--- src/rtl/spike_aer_encoder_if.sv ---
`default_nettype none
// ------------------------------------------------------------------------
// spike_aer_encoder_if : timestep-in / address-event-out bundle   rev 1.0
// ------------------------------------------------------------------------
interface spike_aer_encoder_if #(
  parameter int NEURONS       = 8,
  parameter int ADDR_BITS     = $clog2(NEURONS),
  parameter int TIMESTEP_BITS = 8
);
  logic                     step_valid;
  logic [NEURONS-1:0]       spikes;
  logic                     step_ready;
  logic                     aer_valid;
  logic                     aer_ready;
  logic [ADDR_BITS-1:0]     aer_addr;
  logic [TIMESTEP_BITS-1:0] aer_timestep;
  logic                     aer_last;
  logic [TIMESTEP_BITS-1:0] timestep;

  // master = the encoder (event source), slave = neuron row plus event consumer
  modport master (
    input  step_valid, spikes, aer_ready,
    output step_ready, aer_valid, aer_addr, aer_timestep, aer_last, timestep
  );

  modport slave (
    output step_valid, spikes, aer_ready,
    input  step_ready, aer_valid, aer_addr, aer_timestep, aer_last, timestep
  );
endinterface
`default_nettype wire

--- src/rtl/spike_aer_encoder.sv ---
`default_nettype none
// ------------------------------------------------------------------------
// spike_aer_encoder : latches a spike vector, emits one AER event per spike  rev 1.0
// ------------------------------------------------------------------------
module spike_aer_encoder #(
  parameter int NEURONS       = 8,
  parameter int ADDR_BITS     = $clog2(NEURONS),
  parameter int TIMESTEP_BITS = 8,
  parameter int FIFO_DEPTH    = 4
) (
  input  logic                clk,
  input  logic                reset,
  spike_aer_encoder_if.master bus
);

  localparam int PTR_BITS = $clog2(FIFO_DEPTH);
  localparam int CNT_BITS = PTR_BITS + 1;
  localparam logic [CNT_BITS-1:0] c_DEPTH = CNT_BITS'(FIFO_DEPTH);

  typedef enum logic [0:0] {
    S_IDLE = 1'b0,
    S_SCAN = 1'b1
  } state_t;

  state_t                   r_state;
  logic [NEURONS-1:0]       r_pending;
  logic [TIMESTEP_BITS-1:0] r_step_ts;
  logic [TIMESTEP_BITS-1:0] r_timestep;

  logic [ADDR_BITS-1:0]     r_mem_addr [FIFO_DEPTH];
  logic [TIMESTEP_BITS-1:0] r_mem_ts   [FIFO_DEPTH];
  logic [FIFO_DEPTH-1:0]    r_mem_last;
  logic [PTR_BITS-1:0]      r_wr_ptr;
  logic [PTR_BITS-1:0]      r_rd_ptr;
  logic [CNT_BITS-1:0]      r_count;

  logic [ADDR_BITS-1:0]     w_idx;
  logic [NEURONS-1:0]       w_pending_next;
  logic                     w_last;
  logic                     w_pop;
  logic                     w_push;

  // Descending scan so the lowest set bit is the final assignment.
  always_comb begin
    w_idx = '0;
    for (int i = NEURONS - 1; i >= 0; i--) begin
      if (r_pending[i]) w_idx = ADDR_BITS'(i);
    end
  end

  assign w_pending_next = r_pending & (r_pending - NEURONS'(1));
  assign w_last         = (w_pending_next == '0);
  assign w_pop          = (r_count != '0) && bus.aer_ready;
  assign w_push         = (r_state == S_SCAN) && ((r_count != c_DEPTH) || w_pop);

  always_ff @(posedge clk or posedge reset) begin
    if (reset) begin
      r_state    <= S_IDLE;
      r_pending  <= '0;
      r_step_ts  <= '0;
      r_timestep <= '0;
      r_wr_ptr   <= '0;
      r_rd_ptr   <= '0;
      r_count    <= '0;
      r_mem_last <= '0;
      for (int k = 0; k < FIFO_DEPTH; k++) begin
        r_mem_addr[k] <= '0;
        r_mem_ts[k]   <= '0;
      end
    end else begin
      case (r_state)
        S_IDLE: begin
          if (bus.step_valid) begin
            r_pending  <= bus.spikes;
            r_step_ts  <= r_timestep;
            r_timestep <= r_timestep + TIMESTEP_BITS'(1);
            if (bus.spikes != '0) r_state <= S_SCAN;
          end
        end
        S_SCAN: begin
          if (w_push) begin
            r_pending <= w_pending_next;
            if (w_last) r_state <= S_IDLE;
          end
        end
        default: r_state <= S_IDLE;
      endcase

      if (w_push) begin
        r_mem_addr[r_wr_ptr] <= w_idx;
        r_mem_ts[r_wr_ptr]   <= r_step_ts;
        r_mem_last[r_wr_ptr] <= w_last;
        r_wr_ptr             <= r_wr_ptr + PTR_BITS'(1);
      end
      if (w_pop) r_rd_ptr <= r_rd_ptr + PTR_BITS'(1);

      // A push and pop on the same edge leave the occupancy unchanged.
      case ({w_push, w_pop})
        2'b10:   r_count <= r_count + CNT_BITS'(1);
        2'b01:   r_count <= r_count - CNT_BITS'(1);
        default: r_count <= r_count;
      endcase
    end
  end

  assign bus.step_ready   = (r_state == S_IDLE);
  assign bus.aer_valid    = (r_count != '0);
  assign bus.aer_addr     = r_mem_addr[r_rd_ptr];
  assign bus.aer_timestep = r_mem_ts[r_rd_ptr];
  assign bus.aer_last     = r_mem_last[r_rd_ptr];
  assign bus.timestep     = r_timestep;

endmodule
`default_nettype wire
--- src/flat_wrapper.sv ---
// flat-port wrapper written by rule: the top's interface ports become plain ports
module spike_aer_encoder_flat 
#(
  parameter int NEURONS       = 8,
  parameter int ADDR_BITS     = $clog2(NEURONS),
  parameter int TIMESTEP_BITS = 8,
  parameter int FIFO_DEPTH    = 4
)
  (clk, reset, bus_step_valid, bus_spikes, bus_aer_ready, bus_step_ready, bus_aer_valid, bus_aer_addr, bus_aer_timestep, bus_aer_last, bus_timestep);
  spike_aer_encoder_if #(.NEURONS(NEURONS), .ADDR_BITS(ADDR_BITS), .TIMESTEP_BITS(TIMESTEP_BITS)) bus_i ();
  input  logic clk;
  input  logic reset;
  input wire logic [$bits(bus_i.step_valid)-1:0] bus_step_valid;
  input wire logic [$bits(bus_i.spikes)-1:0] bus_spikes;
  input wire logic [$bits(bus_i.aer_ready)-1:0] bus_aer_ready;
  output wire logic [$bits(bus_i.step_ready)-1:0] bus_step_ready;
  output wire logic [$bits(bus_i.aer_valid)-1:0] bus_aer_valid;
  output wire logic [$bits(bus_i.aer_addr)-1:0] bus_aer_addr;
  output wire logic [$bits(bus_i.aer_timestep)-1:0] bus_aer_timestep;
  output wire logic [$bits(bus_i.aer_last)-1:0] bus_aer_last;
  output wire logic [$bits(bus_i.timestep)-1:0] bus_timestep;
  assign bus_i.step_valid = bus_step_valid;
  assign bus_i.spikes = bus_spikes;
  assign bus_i.aer_ready = bus_aer_ready;
  assign bus_step_ready = bus_i.step_ready;
  assign bus_aer_valid = bus_i.aer_valid;
  assign bus_aer_addr = bus_i.aer_addr;
  assign bus_aer_timestep = bus_i.aer_timestep;
  assign bus_aer_last = bus_i.aer_last;
  assign bus_timestep = bus_i.timestep;
  spike_aer_encoder #(.NEURONS(NEURONS), .ADDR_BITS(ADDR_BITS), .TIMESTEP_BITS(TIMESTEP_BITS), .FIFO_DEPTH(FIFO_DEPTH)) u_core (.clk(clk), .reset(reset), .bus(bus_i));
endmodule
--- config.mk ---
export PLATFORM = sky130hd
export DESIGN_NAME = spike_aer_encoder_flat
export DESIGN_NICKNAME = d
export VERILOG_FILES = /design/src/rtl/spike_aer_encoder_if.sv /design/src/rtl/spike_aer_encoder.sv /design/src/flat_wrapper.sv
export SDC_FILE = /design/constraint.sdc
export NUM_CORES = 1
export LEC_CHECK = 0
export BUFFER_PORTS_ARGS = -buffer_cell sky130_fd_sc_hd__buf_2
export CORE_ASPECT_RATIO = 1.2
export CORE_MARGIN = 4
export CORE_UTILIZATION = 53
export DETAILED_ROUTE_END_ITERATION = 12
export GPL_ROUTABILITY_DRIVEN = 0
export PLACE_DENSITY = 0.74
export SYNTH_ARGS = -nofsm -noshare
export SYNTH_HDL_FRONTEND = slang
export SYNTH_SLANG_ARGS = --single-unit
--- constraint.sdc ---
create_clock -name clk -period 2.3 [get_ports clk]
set_clock_uncertainty 0.1 [all_clocks]
set_input_delay 0.23 -clock clk [delete_from_list [all_inputs] [get_ports clk]]
set_output_delay 0.23 -clock clk [all_outputs]
set_load 0.05 [all_outputs]
# == Word-level counts from Yosys, hierarchy flattened ==
# Index checks and enable logic that the tools add are counted.
# totals
regBits,80
inputBits,12
word_cells,82
# op_classes
add_sub_neg,6
magnitude_cmp,6
n_eq_ne,5
n_mux,34
n_bitwise,4
n_reduce_logical,11
# ops
operator,n
two-way mux 8 bit,5
two-way mux 3 bit,11
bitwise mux 32 bit,1
binary-select mux 8 bit (select 2 bit),1
demux 8 bit (select 2 bit),1
one-hot mux 8 bit (2 select lines),1
bitwise mux 12 bit,1
adder 8 x 1 -> 8 bit (second input constant),1
AND 8 bit,1
zero test 8 bit,1
nonzero test 8 bit,1
subtractor 8 x 1 -> 8 bit (second input constant),1
binary-select mux 3 bit (select 2 bit),1
demux 3 bit (select 2 bit),1
greater-or-equal comparator 3 bit (second input constant),2
< comparator 2 x 3 -> 1 bit (second input constant),2
two-way mux 1 bit,6
inverter 2 -> 3 bit,2
one-hot mux 3 bit (2 select lines),1
adder 2 x 1 -> 2 bit (second input constant),2
bitwise mux 4 bit,1
logical AND 1 bit,4
inequality test 2 bit (second input constant),2
AND reduction 2 bit,2
other kinds (14),14

# == Depth between registers and ports, before layout ==
# Gate-level depths: netlist of run 1.
# depth
ltp_word,9
ltp_mapped,10
depth_no_buf,9

# == Worst setup path after synthesis of run 1 ==
# OpenSTA, ideal clock, no wires.
# synth_path
kind,register -> register
start,reg u_core.r_state
end,reg u_core.r_count[2]
setup_time_ns,0.079
t_arrival_ns,2.118
required_ns,2.121
setup_slack_ns,0.002
path_stages_with_launch,11
path_buffers,1
synth_period_minus_slack_ns,2.298
path_cell_list,dfrtp_1 buf_2 inv_1 nor2_2 inv_1 ha_1 inv_1 fa_1 xor2_1 nor2_1 xor2_1
# synth_between
elab_chain_cells,3
elab_cells_between_ends,5
# synth_rtl
element,line_no,rtl
from (decl),spike_aer_encoder.sv:25,state_t r_state;
from (signal assigned),spike_aer_encoder.sv:58,r_state <= S_IDLE;
from (signal assigned),spike_aer_encoder.sv:77,if (bus.spikes != '0) r_state <= S_SCAN;
from (signal assigned),spike_aer_encoder.sv:83,if (w_last) r_state <= S_IDLE;
logical AND 1 bit *,spike_aer_encoder.sv:54,assign w_push = (r_state == S_SCAN) && ((r_count != c_DEPTH) || w_pop);
equality test 2 x 1 -> 1 bit / equality test 2 bit (equally long branches),spike_aer_encoder.sv:98,"case ({w_push, w_pop})"
one-hot mux 3 bit (2 select lines) / nonzero test 2 bit (equally long branches),-,
to (signal assigned),spike_aer_encoder.sv:99,2'b10: r_count <= r_count + CNT_BITS'(1);
to (signal assigned),spike_aer_encoder.sv:100,2'b01: r_count <= r_count - CNT_BITS'(1);
to (signal assigned),spike_aer_encoder.sv:101,default: r_count <= r_count;
to (decl),spike_aer_encoder.sv:35,logic [CNT_BITS-1:0] r_count;
# Mark *: on every way between the ends. The rest lies on a longest branch, timed or not.
# A chain may end at the register's enable or synchronous reset.

# == Final worst setup path of run 1 ==
# layout_path
start,reg u_core.r_count[1]
end,reg u_core.r_count[2]
# layout_between
elab_chain_cells,6
elab_cells_between_ends,11
# layout_rtl
element,line_no,rtl
nonzero test 3 bit,spike_aer_encoder.sv:53,assign w_pop = (r_count != '0) && bus.aer_ready;
logical AND 1 bit,spike_aer_encoder.sv:53,
logical OR 1 bit,spike_aer_encoder.sv:54,
logical AND 1 bit,spike_aer_encoder.sv:54,
equality test 2 x 1 -> 1 bit / equality test 2 bit (equally long branches),spike_aer_encoder.sv:98,
one-hot mux 3 bit (2 select lines) / nonzero test 2 bit (equally long branches),-,
# Parallel ways exist; a longest one is shown, timed or not.

==> summary.md, run 1 <==
| Metric | Value |
|---|---|
| Result of the run | `complete, no violations` |
| Final-report max-slew violation count | `0` |
| Root Driver | `clkbuf_8` |
| Minimum hold slack | `0.08839 ns` |
| Area Growth Syn to Fin | `15.43%` |
| Peak ir drop on the vdd network | `1.075 mV` |
| Hold Violations, Final | `0` |
| Total power | `6494 uW` |
| Starting Density | `55.68%` |
| Top achievable clock speed | `462.3 MHz` |
| Average vias per placed instance | `5.479` |
| Total I/O pin count | `34` |
| Gate power share | `48.8%` |
| Worst EP arrival | `2.34 ns` |
| Slew Limit Headroom | `55.55%` |
| Net Sw Frac | `43.04%` |
| Number of warnings reported in the yosys synthesis log | `0` |
| Post-layout instance count excluding filler cells | `411` |
| Multi-input gate area | `1567 um2` |
| CP Class | `flop to flop` |
| Sequential area share after synthesis | `54.76%` |
| Core Box Area | `6566 um2` |
| Async set-or-reset flop fraction in the synthesized netlist | `100.0%` |
| Antenna cells | `0` |
| Req. time, crit path | `2.48 ns` |
| Lkg Pwr | `0.001971 uW` |
| Total Nets Final | `340` |
| Register bit total from synthesis | `80` |
| Max H-tree Level | `3` |
| Die outline area | `8297 um2` |
| Count of endpoints failing setup in the final report | `0` |
| Total Routed Length | `6756 um` |
| Period utilization | `94.04%` |
| Die outline height | `98.98 um` |
| CTS sink count | `80` |
| Clock transition at the registers of the reported paths | `0.08 ns` |
| Class of the tightest hold or removal check | `input pin to flop` |
| Top fanout value on the critical path | `5` |
| Total grt overflow | `0` |
| Number of global-route vias before repair | `2383` |
| Max-capacitance violation count | `0` |
| Minimum period implied by the final worst setup slack | `2.163 ns` |
| Layout cell share with drive strength beyond 1 | `39.57%` |
| Horiz. Die Dim | `83.82 um` |
| First-pass GRT wire length | `11630 um` |
| Placement Rows | `32` |
| DRT iter0 DRCs | `98` |
| Average wire per cell in the routed design | `16.44 um` |
| Post-Syn Area | `3656 um2` |
| Global-route usage over all layers | `17.80%` |
| Cts bufs inserted | `9` |
| Sequential share of power | `37.7%` |
| Mean area per synthesized cell | `13.59 um2` |
| CTS tree | `built` |
| Number of filler instances in the final layout | `511` |
| Vias | `2252` |
| Port Buffers | `33` |
| Number of instances in the placed design | `389` |
| Most used flip-flop cell after synthesis | `dfrtp_1` |
| Kind of launch point of the worst setup path | `flop` |
| Transition time of the tightest slew-check pin | `0.6653 ns` |
| Worst-Skew Late Latency | `0.35 ns` |
| Post-DRT Antenna Nets | `0` |
| Pwr dens | `1539 nW/um2` |
| Gate count after technology mapping | `269` |
| Count of flip-flops with a built-in enable after synthesis | `0` |
| Post-DP HPWL | `4638 um` |
| Largest net degree at the start of global routing | `52` |
| Power spent charging and discharging nets | `2795 uW` |
| Post-synth net total | `288` |
| Synth cell types | `47` |
| Initial antenna violation count | `0` |
| Number of design rule violations left after detail routing | `0` |
| Clock share of power | `13.5%` |
| 1st-pass router iterations | `4` |
| Int Pwr | `3699 uW` |
| Buffers from clock root to sink, at most | `2` |
| Nature of the critical path endpoint | `flop` |
| Storage cell area | `2003 um2` |
==> state kept, by name, indices dropped and copies added (netlist names) <==
signal and cells:
u_core.r_mem_ts 32, u_core.r_mem_addr 12, u_core.bus.timestep 8, u_core.r_pending 8, u_core.r_step_ts 8, u_core.r_mem_last 4
u_core.r_count 3, u_core.r_rd_ptr 2, u_core.r_wr_ptr 2, u_core.r_state 1
==> power groups by stage <==
stage                     sequential (uW)  clock [uW]  combinational, uW
final                                2450         877               3170
after global routing                 2530         973               3430
after CTS                            2440         904               3180
after detailed placement             2470           0               3170
after global placement               2430           0               3100
after floorplan                      2480           0               2380
==> per-stage QoR <==
stage               utilization (%)  setup WS, ns    TNS, ns  area, um2
global route                  64.27     -0.009273  -0.009273       4220
CTS                           64.02        0.1023          0       4204
global placement              60.86        0.1960          0       3996
detailed placement            60.86        0.1196          0       3996
floorplan                         -      0.002473          0       3660
finish                        64.27        0.1371          0       4220
==> layout by cell type (no fill, tap or decap), types with 2 or more instances in the layout <==
master	n
dfrtp_1	79
mux2_2	48
buf_2	33
nand2_1	22
o21ai_0	14
mux4_2	12
buf_4	12
inv_1	9
clkbuf_8	9
nor2_1	8
xor2_1	7
xnor2_1	6
ha_1	5
dlygate4sd3_1	5
mux2i_1	4
o21ai_1	4
clkbuf_1	4
a21oi_1	3
nor2b_1	2
nor3_1	2
or4_1	2
a211oi_1	2
clkinv_2	2
buf_12	2
==> logic make-up after synthesis <==
| logic type | after synthesis | synth area share, % |
|---|---|---|
| xor gates and xnor gates | 13 | 3.114 |
| and+or+nand+nor | 48 | 6.811 |
| AOI/OAI and AO/OA | 34 | 6.263 |
| adders and majority gates | 8 | 2.875 |
| muxes | 65 | 23.58 |
| buffers and inverters | 21 | 2.601 |
| DFF | 80 | 54.76 |
==> synthesized netlist by cell type, drive strengths merged, types with 3 or more instances <==
library cell  count  share of area, %
a21oi             3              0.41
buf               9               1.4
dfrtp            80                55
ha                6               2.1
inv              10               1.0
mux2             49                15
mux2i             4               1.1
mux4             12               7.4
nand2            22               2.3
nor2              9              0.99
o21ai            19               2.7
or4               3              0.72
xnor2             6               1.4
xor2              7               1.7
==> critical path, stage by stage, from the launching register on <==
cell and delay [ns]:
dfrtp_1 0.42, nor4b_4 0.35, nor2_4 0.09, inv_1 0.09, ha_2 0.19, inv_1 0.05
fa_1 0.37, xor2_1 0.16, nor2_1 0.12, xor2_1 0.15
==> metal layers <==
metal / vias up / routed length (um) / global-route usage [%]
li1: 1069 / - / -
met1: 1133 / 3176 / 23.84
met2: 41 / 3261 / 27.68
met3: 9 / 191 / 2.926
met4: 0 / 127 / 10.02
met5: - / 0 / 0
==> timing repair <==
action | 4_1_cts | 5_1_grt
hold buffers | 5 | 0
buffers inserted | 0 | 1
endpoints found under the hold margin | 33 | 0
gates resized for setup | 0 | 3
endpoints found under the setup margin | 0 | 1
==> final timing paths <==
path | from | end | slack (ns) | depth (start not counted)
max | u_core.r_count[1]$_DFFE_PP0P_ | u_core.r_count[2]$_DFFE_PP0P_ | 0.14 | 9
min | bus_spikes[3] | u_core.r_pending[3]$_DFFE_PP0P_ | 0.09 | 3
min in group asynchronous | reset | u_core.r_mem_ts[31]$_DFFE_PP0P_ | 0.42 | 3
min reg2reg | u_core.r_mem_last[0]$_DFFE_PP0P_ | u_core.r_mem_last[0]$_DFFE_PP0P_ | 0.39 | 2
max reg2reg | u_core.r_count[1]$_DFFE_PP0P_ | u_core.r_count[2]$_DFFE_PP0P_ | 0.14 | 9
max in group asynchronous | reset | u_core.r_count[0]$_DFFE_PP0P_ | 1.01 | 4
==> cell type report <==
| cell class | instances | area share, % |
|---|---|---|
| clock buffers | 13 | 3.291 |
| inverters | 10 | 0.9784 |
| flip-flops and latches | 80 | 47.47 |
| multi-input cells | 168 | 37.12 |
| clock inverters | 3 | 0.4447 |
| repair buffers | 52 | 8.183 |
| well taps | 85 | 2.520 |
(Power assumes the default switching activity.)
==> run 2: changes to the inputs <==
- CORE_UTILIZATION: 53 -> 58
- PLACE_DENSITY: 0.74 -> 0.77
- clock period: 2.3 -> 2.35 ns (I/O delays scaled with it)
==> run 2 against run 1 <==
Effect of this change: utilization grew 4.8 points; global-route usage rose by 2.4 points; fmax decreased by 3.4%; final cell count fell by 1.5%; clock power grew 9.1%; die area fell by 7.9%; wire length about the same.
==> summary.md, run 2 (synthesis results as in run 1) <==
| Metric | Value |
|---|---|
| Cell at the slowest stage of the critical path | `dfrtp_1` |
| Req. time, crit path | `2.53 ns (+0.05 ns)` |
| Pwr dens | `1521 nW/um2 (-1.1%)` |
| Number of design rule violations left after detail routing | `0 (unchanged)` |
| Horiz. Die Dim | `80.48 um (-4.0%)` |
| Minimum hold slack | `0.08573 ns (-0.002656 ns)` |
| Number of filler instances in the final layout | `441 (-14%)` |
| Number of global-route vias before repair | `2350 (-1.4%)` |
| 1st-pass router iterations | `4 (unchanged)` |
| Hold Violations, Final | `0 (unchanged)` |
| Area Growth Syn to Fin | `15.09%` |
| Total grt overflow | `0 (unchanged)` |
| Number of cells on the worst reg-to-reg path | `9 (unchanged)` |
| First-pass GRT wire length | `11430 um (-1.7%)` |
| Port Buffers | `33 (unchanged)` |
| Top fanout value on the critical path | `8 (+3)` |
| Worst Setup SP | `u_core.r_count[0]$_DFFE_PP0P_` |
| CTS sink count | `80 (unchanged)` |
| Most frequent cells in the layout | `dfrtp_1 (79), mux2_2 (48), buf_2 (33), nand2_1 (22), o21ai_0 (14)` |
| Register ranked first by flip-flop count | `u_core.r_mem_ts` |
| Max H-tree Level | `3 (unchanged)` |
| DRT iter0 DRCs | `109 (+11%)` |
| Root Driver | `clkbuf_8` |
| Buffers from clock root to sink, at most | `2 (unchanged)` |
| Worst path top cell family by delay | `simple AND/OR/NAND/NOR gates` |
| Max FFs per register | `32 (unchanged)` |
| Reg-to-reg slack, setup | `0.11 ns (-0.03 ns)` |
| Peak ir drop on the vdd network | `0.9859 mV (-8.3%)` |
| Antenna cells | `0 (unchanged)` |
| Buffer and inverter count on the worst path | `2 (unchanged)` |
| Die outline height | `94.97 um (-4.1%)` |
| Setup TNS | `0 ns (unchanged)` |
| Final-report max-slew violation count | `0 (unchanged)` |
| Class of the tightest hold or removal check | `input pin to flop` |
| Top flop regs | `u_core.r_mem_ts x32, u_core.r_mem_addr x12` |
| Period utilization | `95.30% (+1.3 points)` |
| Count of endpoints failing setup in the final report | `0 (unchanged)` |
| Core Box Area | `6090 um2 (-7.3%)` |
| Top achievable clock speed | `446.5 MHz (-3.4%)` |
| Total I/O pin count | `34 (unchanged)` |
| Largest net degree at the start of global routing | `81 (+56%)` |
| CP Class | `flop to flop` |
| Result of the run | `complete, no violations` |
| Multi-input gate area | `1559 um2 (-0.48%)` |
| Layout cell share with drive strength beyond 1 | `39.94% (+0.37 points)` |
| Hold Crit Depth | `3 (unchanged)` |
| Highest cell delay on the worst timing path | `0.44 ns (+0.02 ns)` |
| Global-route usage over all layers | `20.16% (+2.4 points)` |
| Total Routed Length | `6751 um (about the same)` |
| Post-layout worst setup margin | `0.1104 ns (-0.02668 ns)` |
| Average wire per cell in the routed design | `16.67 um (+1.4%)` |
| Post-DRT Antenna Nets | `0 (unchanged)` |
| Cts bufs inserted | `9 (unchanged)` |
| Nature of the critical path endpoint | `flop` |
| Storage cell area | `2003 um2 (unchanged)` |
| Worst reg2reg path endpoint | `u_core.r_count[2]$_DFFE_PP0P_` |
| Placement Rows | `31 (-3.1%)` |
| Die outline area | `7643 um2 (-7.9%)` |
| Minimum period implied by the final worst setup slack | `2.240 ns (+0.07668 ns)` |
| Clock transition at the registers of the reported paths | `0.08 ns (about the same)` |
| Kind of launch point of the worst setup path | `flop` |
| Launch point of the worst reg-to-reg path | `u_core.r_count[0]$_DFFE_PP0P_` |
| Total Nets Final | `337 (-0.88%)` |
| Transition time of the tightest slew-check pin | `0.6264 ns (-0.03891 ns)` |
| Post-placement worst setup slack | `0.1342 ns (+0.01459 ns)` |
| Worst EP arrival | `2.42 ns (+0.08 ns)` |
| Final design utilization | `69.10% (+4.8 points)` |
| Setup repair after global routing missed its margin | `false` |
| Slew Limit Headroom | `58.24% (+2.7 points)` |
| Worst-Skew Late Latency | `0.36 ns (about the same)` |
| Most common library cell in the layout ignoring fill and taps | `dfrtp_1` |
| Post-DP HPWL | `4568 um (-1.5%)` |
| Post CTS Setup Buffer Count | `0 (unchanged)` |
| CTS tree | `built` |
| Stages on worst setup path | `9 (unchanged)` |
| Vias | `2240 (-0.53%)` |
| Max-capacitance violation count | `0 (unchanged)` |
| Starting Density | `60.04% (+4.4 points)` |
| Critical-path cell list | `nor4b_4 > nor2_2 > inv_1 > ha_1 > inv_1 > fa_1 > xor2_1 > nor2_1 > xor2_1` |
| Critical path capture point | `u_core.r_count[2]$_DFFE_PP0P_` |
| Average vias per placed instance | `5.531 (+0.94%)` |
| Initial antenna violation count | `0 (unchanged)` |
| Lkg Pwr | `0.001971 uW (about the same)` |
## run 2: worst min-delay path: stages
cell and delay, ns:
buf_2 0.09, a211oi_1 0.06, a21oi_1 0.11
## run 2: metrics by stage
| stage | power, uW | instances | cell area [um2] |
|---|---|---|---|
| after global routing | 6805 | 405 | 4208 |
| after global placement | 5357 | 384 | 3965 |
| after CTS | 6433 | 405 | 4207 |
| after detailed placement | 5468 | 384 | 3965 |
| final | 6402 | 405 | 4208 |
| after floorplan | 4755 | 269 | 3660 |
## run 2: report_power, final
part / leakage [uW] / total (uW) / internal [uW] / switching, uW
logic: 0.000857 / 2970 / 1250 / 1720
clock network: 0.0000999 / 957 / 448 / 509
registers: 0.00101 / 2470 / 1920 / 554
## run 2: repair_timing
action | in CTS | in global routing
hold buffers | 5 | 0
endpoints found under the hold margin | 84 | 0
gates resized for setup | 0 | 1
endpoints found under the setup margin | 0 | 4
## run 2: metal layers
metal  vias up  GRT usage, %  wire (um)  part of all wire, %
met3        11         4.294        261                  3.9
met2        52         32.18       3325                   49
met1      1111         26.62       3024                   45
met5         -             0          0                    0
li1       1066             -          -                    -
met4         0         9.014        140                  2.1
## run 2: layout make-up
cell class	instances	area share [%]
sequential	80	47.61
clock buffer	11	3.598
timing repair buffer	49	7.374
tap	82	2.438
inverter	10	0.9813
multi-input combinational	168	37.05
clock inverter	5	0.9515
## run 2: worst min path at each step
stage | slack [ns] | to | start
after detailed placement | 0.29 | u_core.r_mem_ts[29]$_DFFE_PP0P_ | reset
after global routing | 0.11 | u_core.r_pending[3]$_DFFE_PP0P_ | bus_spikes[3]
final | 0.09 | u_core.r_pending[3]$_DFFE_PP0P_ | bus_spikes[3]
after floorplan | 0.25 | u_core.r_pending[0]$_DFFE_PP0P_ | bus_spikes[0]
after global placement | 0.29 | u_core.r_mem_ts[29]$_DFFE_PP0P_ | reset
after CTS | 0.07 | u_core.r_pending[3]$_DFFE_PP0P_ | bus_spikes[3]
